[src/rtl/mac16_dsp.sv]
// mac16_dsp: 16x16 (or dual 8x8) multiply-add/accumulate slice with optional operand registers
// and a registered 32-bit result. Define MAC16_OVF_DETECT_EN to build the signed-overflow flag.
`timescale 1ns/1ps
module mac16_dsp #(
  parameter bit A_SIGNED = 1'b1,
  parameter bit B_SIGNED = 1'b1,
  parameter bit A_REG    = 1'b1,
  parameter bit B_REG    = 1'b1,
  parameter bit C_REG    = 1'b1,
  parameter bit D_REG    = 1'b0,
  parameter bit MODE_8X8 = 1'b0,
  parameter bit ACCUM    = 1'b0
) (
  input  logic        clk,
  input  logic        rst_n,
  input  logic        ce,
  input  logic [15:0] a,
  input  logic [15:0] b,
  input  logic [15:0] c,
  input  logic [15:0] d,
  input  logic        ahold,
  input  logic        bhold,
  input  logic        chold,
  input  logic        dhold,
  input  logic        addsub,
  input  logic        oload,
  input  logic        ohold,
  output logic [31:0] o,
  output logic        co,
  output logic        ovf
);

  // Add or subtract with carry out; subtraction is x + ~y + 1, so the carry is "no borrow".
  function automatic logic [32:0] addsub32(input logic [31:0] x, input logic [31:0] y,
                                           input logic sub);
    logic [31:0] ye;
    ye = sub ? ~y : y;
    return {1'b0, x} + {1'b0, ye} + {32'b0, sub};
  endfunction

  function automatic logic [16:0] addsub16(input logic [15:0] x, input logic [15:0] y,
                                           input logic sub);
    logic [15:0] ye;
    ye = sub ? ~y : y;
    return {1'b0, x} + {1'b0, ye} + {16'b0, sub};
  endfunction

  // ---- stage p0: optional operand registers ----
  logic [15:0] a_p0_q, a_p0_d;
  logic [15:0] b_p0_q, b_p0_d;
  logic [15:0] c_p0_q, c_p0_d;
  logic [15:0] d_p0_q, d_p0_d;

  always_comb begin
    a_p0_d = a_p0_q;
    b_p0_d = b_p0_q;
    c_p0_d = c_p0_q;
    d_p0_d = d_p0_q;
    if (ce) begin
      if (!ahold) a_p0_d = a;
      if (!bhold) b_p0_d = b;
      if (!chold) c_p0_d = c;
      if (!dhold) d_p0_d = d;
    end
  end

  always_ff @(posedge clk or negedge rst_n) begin
    if (!rst_n) begin
      a_p0_q <= '0;
      b_p0_q <= '0;
      c_p0_q <= '0;
      d_p0_q <= '0;
    end else begin
      a_p0_q <= a_p0_d;
      b_p0_q <= b_p0_d;
      c_p0_q <= c_p0_d;
      d_p0_q <= d_p0_d;
    end
  end

  logic [15:0] a_s, b_s, c_s, d_s;

  always_comb begin
    a_s = A_REG ? a_p0_q : a;
    b_s = B_REG ? b_p0_q : b;
    c_s = C_REG ? c_p0_q : c;
    d_s = D_REG ? d_p0_q : d;
  end

  // ---- multiplier: one 16x16 product or two independent 8x8 lane products ----
  logic signed [31:0] a_w, b_w, p16_w;
  logic signed [15:0] ah_w, bh_w, al_w, bl_w, ph_w, pl_w;
  logic        [31:0] p_w;

  always_comb begin
    a_w   = A_SIGNED ? $signed({{16{a_s[15]}}, a_s}) : $signed({16'b0, a_s});
    b_w   = B_SIGNED ? $signed({{16{b_s[15]}}, b_s}) : $signed({16'b0, b_s});
    p16_w = a_w * b_w;
    ah_w  = A_SIGNED ? $signed({{8{a_s[15]}}, a_s[15:8]}) : $signed({8'b0, a_s[15:8]});
    bh_w  = B_SIGNED ? $signed({{8{b_s[15]}}, b_s[15:8]}) : $signed({8'b0, b_s[15:8]});
    al_w  = A_SIGNED ? $signed({{8{a_s[7]}}, a_s[7:0]}) : $signed({8'b0, a_s[7:0]});
    bl_w  = B_SIGNED ? $signed({{8{b_s[7]}}, b_s[7:0]}) : $signed({8'b0, b_s[7:0]});
    ph_w  = ah_w * bh_w;
    pl_w  = al_w * bl_w;
    p_w   = MODE_8X8 ? {ph_w, pl_w} : p16_w;
  end

  // ---- adder: full 32-bit path and split lanes; the lo lane carry is simply dropped ----
  logic [31:0] x32_w, y32_w;
  logic [32:0] s32_w;
  logic [15:0] xh_w, yh_w, xl_w, yl_w, sl_w;
  logic [16:0] sh_w;
  logic [31:0] res_w;
  logic        cout_w;

  always_comb begin
    x32_w  = ACCUM ? o : p_w;
    y32_w  = ACCUM ? p_w : {{16{c_s[15]}}, c_s};
    s32_w  = addsub32(x32_w, y32_w, addsub);
    xh_w   = ACCUM ? o[31:16] : p_w[31:16];
    yh_w   = ACCUM ? p_w[31:16] : c_s;
    xl_w   = ACCUM ? o[15:0] : p_w[15:0];
    yl_w   = ACCUM ? p_w[15:0] : d_s;
    sh_w   = addsub16(xh_w, yh_w, addsub);
    sl_w   = xl_w + (addsub ? ~yl_w : yl_w) + {15'b0, addsub};
    res_w  = MODE_8X8 ? {sh_w[15:0], sl_w} : s32_w[31:0];
    cout_w = MODE_8X8 ? sh_w[16] : s32_w[32];
  end

  // ---- stage p1: output register (oload > ohold > compute) ----
  logic [31:0] o_p1_q, o_p1_d;
  logic        co_p1_q, co_p1_d;

  always_comb begin
    o_p1_d  = o_p1_q;
    co_p1_d = co_p1_q;
    if (ce) begin
      if (oload) begin
        o_p1_d  = {c, d};
        co_p1_d = 1'b0;
      end else if (!ohold) begin
        o_p1_d  = res_w;
        co_p1_d = cout_w;
      end
    end
  end

  always_ff @(posedge clk or negedge rst_n) begin
    if (!rst_n) begin
      o_p1_q  <= '0;
      co_p1_q <= 1'b0;
    end else begin
      o_p1_q  <= o_p1_d;
      co_p1_q <= co_p1_d;
    end
  end

  assign o  = o_p1_q;
  assign co = co_p1_q;

`ifdef MAC16_OVF_DETECT_EN
  // Overflow: effective operands share a sign but the result sign differs.
  function automatic logic ovf_bit(input logic xs, input logic ys, input logic rs,
                                   input logic sub);
    logic ye;
    ye = ys ^ sub;
    return (xs == ye) && (rs != xs);
  endfunction

  logic ovf_p1_q, ovf_p1_d, ovf_w;

  always_comb begin
    ovf_w = MODE_8X8 ? ovf_bit(xh_w[15], yh_w[15], sh_w[15], addsub)
                     : ovf_bit(x32_w[31], y32_w[31], s32_w[31], addsub);
    ovf_p1_d = ovf_p1_q;
    if (ce) begin
      if (oload) ovf_p1_d = 1'b0;
      else if (!ohold) ovf_p1_d = ovf_w;
    end
  end

  always_ff @(posedge clk or negedge rst_n) begin
    if (!rst_n) ovf_p1_q <= 1'b0;
    else        ovf_p1_q <= ovf_p1_d;
  end

  assign ovf = ovf_p1_q;
`else
  assign ovf = 1'b0;
`endif

endmodule

[config.mk]
export PLATFORM = sky130hd
export DESIGN_NAME = mac16_dsp
export DESIGN_NICKNAME = d
export VERILOG_FILES = /design/src/rtl/mac16_dsp.sv
export SDC_FILE = /design/constraint.sdc
export NUM_CORES = 1
export LEC_CHECK = 0
export BUFFER_PORTS_ARGS = -buffer_cell sky130_fd_sc_hd__buf_2
export CAP_MARGIN = 20
export CELL_PAD_IN_SITES_DETAIL_PLACEMENT = 0
export CELL_PAD_IN_SITES_GLOBAL_PLACEMENT = 1
export CORE_ASPECT_RATIO = 1.75
export CORE_UTILIZATION = 53
export CTS_CLUSTER_DIAMETER = 100
export CTS_CLUSTER_SIZE = 30
export DETAILED_ROUTE_END_ITERATION = 8
export HOLD_SLACK_MARGIN = 0.03
export PLACE_DENSITY = 0.89
export SLEW_MARGIN = 20
export SYNTH_ARGS = -nofsm -noshare
export SYNTH_HDL_FRONTEND = slang
export SYNTH_SLANG_ARGS = --single-unit
[constraint.sdc]
create_clock -name clk -period 23.8 [get_ports clk]
set_input_delay 4.76 -clock clk [delete_from_list [all_inputs] [get_ports clk]]
set_output_delay 4.76 -clock clk [all_outputs]
set_load 0.02 [all_outputs]
After elaboration in Yosys (flattened, before gate mapping) --
Index checks and enable logic that the tools add are counted.
Storage, ports and cells: register bits after elaboration 81, latch bits 0, memory bits (writable) 0, memory bits (read-only) 0, input port bits 74, output and inout port bits 34, logic and storage cells 22, memories 0
Cells by class: add/subtract/negate cells 2, multipliers 1, div/mod/pow operators 0, order comparisons 0, equal/unequal tests 1, shift-type cells 0, mux-type cells 5, bitwise gates (word level) 4, reductions and logical operators 4
Operators by type and width (number):
- 32-bit two-way mux | 3
- 32-bit by 32-bit adder with 33-bit output | 1
- 33-bit by 1-bit adder with 33-bit output | 1
- 16-bit by 16-bit multiplier with 32-bit output | 1
- 32-bit inverter | 1
- 2-bit AND reduction | 4
- 1-bit inverter | 3
- 1-bit two-way mux | 2
- 2-bit inequality test (second input constant) | 1

Depth between registers and ports, before layout --
word-level depth 6, mapped depth 33, gate-level depth less buffers 32

Worst setup path after synthesis --
Ideal clock, no wire load.
path kind input to register, from input addsub, to register o_p1_q[26] (netlist: o[26]), setup time 131 ps, arrival time 8207 ps, required time 23669 ps, slack 15462 ps, stages 13, path buffers 2, cell sequence buf_6 clkbuf_1 xor2_1 ha_1 a21o_1 a21o_1 a21o_1 and2_1 or3_1 o21ai_0 or3b_1 a31oi_1 o21ai_1
Between the ends: longest elaborated chain between the ends 5
Ends and longest elaborated chain:
- start, declared | line 25 | input logic addsub,
- 32-bit two-way mux | line 37 | ye = sub ? ~y : y;
- 32-bit by 32-bit adder with 33-bit output | line 38 | return {1'b0, x} + {1'b0, ye} + {32'b0, sub};
- 33-bit by 1-bit adder with 33-bit output * | line 38
- 32-bit two-way mux * | line 141 | end else if (!ohold) begin
- 32-bit two-way mux * | line 138 | if (oload) begin
- end signal, assigned | line 153 | o_p1_q <= o_p1_d;
- end, declared | line 131 | logic [31:0] o_p1_q, o_p1_d;
Mark *: on every way between the ends. The rest lies on a longest branch, timed or not. The select of a mux whose other input is x is not followed. A chain may end at the register's enable or synchronous reset.

Worst setup path in the final report --
from register a_p0_q[7], to register o_p1_q[26] (netlist: o[26])
Between the ends: longest elaborated chain between the ends 5
Ends and longest elaborated chain:
- start, declared | line 49 | logic [15:0] a_p0_q, a_p0_d;
- start signal, assigned | line 74 | a_p0_q <= a_p0_d;
- 16-bit by 16-bit multiplier with 32-bit output | line 98 | p16_w = a_w * b_w;
- 32-bit by 32-bit adder with 33-bit output | line 38
- 33-bit by 1-bit adder with 33-bit output | line 38
- 32-bit two-way mux | line 141
- 32-bit two-way mux | line 138
No other way between the ends. The select of a mux whose other input is x is not followed.

==> key figures <==
Clocking
  – CTS H-Tree Depth: 3
  – Post-CTS resize count: 0
  – Post-CTS Hold Buffers: 0
  – Post-CTS Setup Inserts: 0
  – Root Buffer: clkbuf_16
  – CTS tree: built
  – Skew-Pair Late Insertion Delay: between 0.3 and 0.4 ns
  – Total CTS buffers: 9
  – Bufs on Longest Clock Path: 2
  – Clock transition at path regs: 0.06 ns
  – Clk sinks: between 80 and 90

STA
  – Tmin final: about 8.4 ns
  – Fin Setup TNS: 0 ns
  – Final Hold Vio Count: 0
  – Final count of negative-setup-slack endpoints: 0
  – Relative slew slack: 30.1%
  – Fmax: 120 MHz
  – Final worst path period share: a little over a third
  – Fin. max-slew vios: 0
  – Final Skew: a little over 0.005 ns
  – Slew at the pin closest to its max-slew limit: around 1.0 ns
  – RSZ-0062 raised after global routing: false

Critical path
  – Crit path to: o[26]$_DFFE_PN0P_
  – WP data required: 24.02 ns
  – CP Class: reg -> reg
  – CP Data Arrival Time: 8.58 ns
  – Startpoint types: flop
  – Setup crit start: a_p0_q[7]$_DFFE_PN0P_
  – Critical Path End Type: flop
  – CP max FO: 17
  – Worst reg2reg path depth: 27
  – Flop-to-flop setup slack: between 15 and 20 ns
  – Worst r2r src: a_p0_q[7]$_DFFE_PN0P_
  – Reg2reg end: o[26]$_DFFE_PN0P_

Synth
  – Synth Instances: 1,598
  – Sequential share of the synthesized area: 13.6%
  – Flop and latch count out of synthesis: about 80
  – Post-Syn Area per Cell: 9.32 sq um
  – Async SR Flop Fraction: 100%
  – Post-synth EDFFs: 0
  – Yosys warns: 0
  – Post-Syn Nets: 2,048
  – Post-synthesis cell type count: 65
  – Top FF cell, synth: dfrtp_1
  – Post-Syn Area: ~0.015 sq mm

Placement
  – Routability cong.: 0.844
  – Buffers added on ports: 105
  – Hpwl dp: 29,100 um

Floorplanning
  – Initial core utilization: between 50% and 60%
  – Die Wd: between 100 and 150 um
  – Core area: about 0.027 sq mm
  – Die H: 224 um
  – Die area: 0.0288 sq mm
  – Row count: 80
  – Total I/O pin count: roughly 110

Layout
  – Fin nets: 2,112
  – Most frequent cells in the layout: 309 x inv_1, 263 x fa_1, 166 x nand2_1, 131 x and2_1, 113 x ha_1
  – Most common cell after layout, fill and taps aside: inv_1
  – Share of cells above drive strength 1: a little under an eighth
  – Layout area overhead: 7.48%

Outcome
  – Outcome: finished clean

Global route
  – Top Usage Layer GRT: met2
  – Vias in the first global route: 12,200
  – Total track usage: 26.8%
  – Met1 usage: ~31%
  – Met2 usage: between 50% and 60%
  – Antenna violations before repair: 3
  – GR Overflow Total: 0
  – Largest net degree at the start of global routing: 82
  – First-pass GRT wire length: just under 60,000 um
  – Met3 global-route usage: under 10%

Detailed routing
  – Routed WL: ~35,000 um
  – DR WL/cell: ~17 um
  – Initial DRC count: between 300 and 400
  – Drt drc: 0
  – Vias per cell: approximately 5.4
  – DR vias: ~11,000
  – Post-route ant nets: 0
  – Drt pass-1 iters: 5

Hold path
  – Worst min-delay path category: reg -> reg

Run
  – Maxcap violations: 0
worst min-delay path by stage:
stage / start / to / slack (ns) / depth (start not counted)
floorplan: c_p0_q[10]$_DFFE_PN0P_ / c_p0_q[10]$_DFFE_PN0P_ / 0.50 / 1
global placement: o[1]$_DFFE_PN0P_ / o[1]$_DFFE_PN0P_ / 0.46 / 2
detailed placement: o[9]$_DFFE_PN0P_ / o[9]$_DFFE_PN0P_ / 0.47 / 2
CTS: o[9]$_DFFE_PN0P_ / o[9]$_DFFE_PN0P_ / 0.48 / 2
global route: o[9]$_DFFE_PN0P_ / o[9]$_DFFE_PN0P_ / 0.50 / 2
finish: o[9]$_DFFE_PN0P_ / o[9]$_DFFE_PN0P_ / 0.48 / 2
critical path, cell delays in order (launching register included):
cell and delay, ns:
dfrtp_1 0.87, nand2_1 0.17, fa_1 0.58, inv_1 0.06, fa_1 0.49, inv_1 0.06
fa_1 0.55, inv_1 0.05, fa_1 0.41, fa_1 0.53, inv_1 0.05, fa_1 0.48
inv_1 0.04, ha_1 0.38, nand4_1 0.23, nor4b_1 0.58, o21ai_0 0.24, and2_1 0.22
xnor2_1 0.14, ha_1 0.36, and3_1 0.19, and3_1 0.22, and2_1 0.16, or3_1 0.33
o21ai_0 0.14, or3b_1 0.36, a31oi_1 0.24, o21ai_1 0.09
registers in the layout, indices dropped and copies added (netlist names):
register	flops
co	1
b_p0_q	16
a_p0_q	16
o	32
c_p0_q	16
layout make-up:
type                    instances  area (sq um)
repair buffers                109           562
flip-flops and latches         81          2030
clock inverters                 4          55.1
multi-input cells            1151         11500
inverters                     310          1160
fillers                      2448         11400
clock buffers                  11           233
diodes                          1          2.50
well taps                     369           462
cell usage after synthesis, types with 14 or more instances:
cell type  instances  area [sq um]
nor2_1            53           199
nor3_1            14          70.1
inv_1            309          1160
nand2_1          166           623
and3_1            16           100
a21o_1            26           195
o21ai_0           46           230
xor2_1            28           245
ha_1             113          1410
nand3_1           17          85.1
mux2_2            48           541
xnor2_1           40           350
fa_1             263          5270
nand2b_1          14          87.6
and2_1           131           820
a21oi_1           53           265
dfrtp_1           81          2030
clkbuf_1          52           195
per-layer routing:
layer / wire length, um / vias up
met5: 16 / -
met4: 791 / 4
met3: 1390 / 57
met2: 19500 / 243
met1: 13100 / 5606
li1: - / 5120
metrics by stage:
step | worst slack [ns] | util, % | cell area, sq um | std cells | hold WS, ns
floorplan | 15.46 | - | 14900 | 1598 | 0.501
global placement | 15.54 | 57.3 | 15700 | 2020 | 0.460
detailed placement | 15.47 | 57.3 | 15700 | 2020 | 0.465
CTS | 15.42 | 58.3 | 16000 | 2035 | 0.480
global route | 14.91 | 58.4 | 16000 | 2035 | 0.500
finish | 15.44 | 58.4 | 16000 | 2036 | 0.478
cell families (layout without fill, tap and decap cells):
group,after synthesis,after routing,synth area share (%)
and+or+nand+nor,446,446,15.0
muxes,57,57,4.23
AOI/OAI and AO/OA,203,203,9.02
buffers and inverters,366,434,9.30
DFF,81,81,13.6
other,1,2,0.0252
adders and majority gates,376,376,44.8
xor gates and xnor gates,68,68,4.00
Power is left out: the tool's default activity adds up to more than one toggle a clock period on the data nets, which glitch-free logic cannot reach.
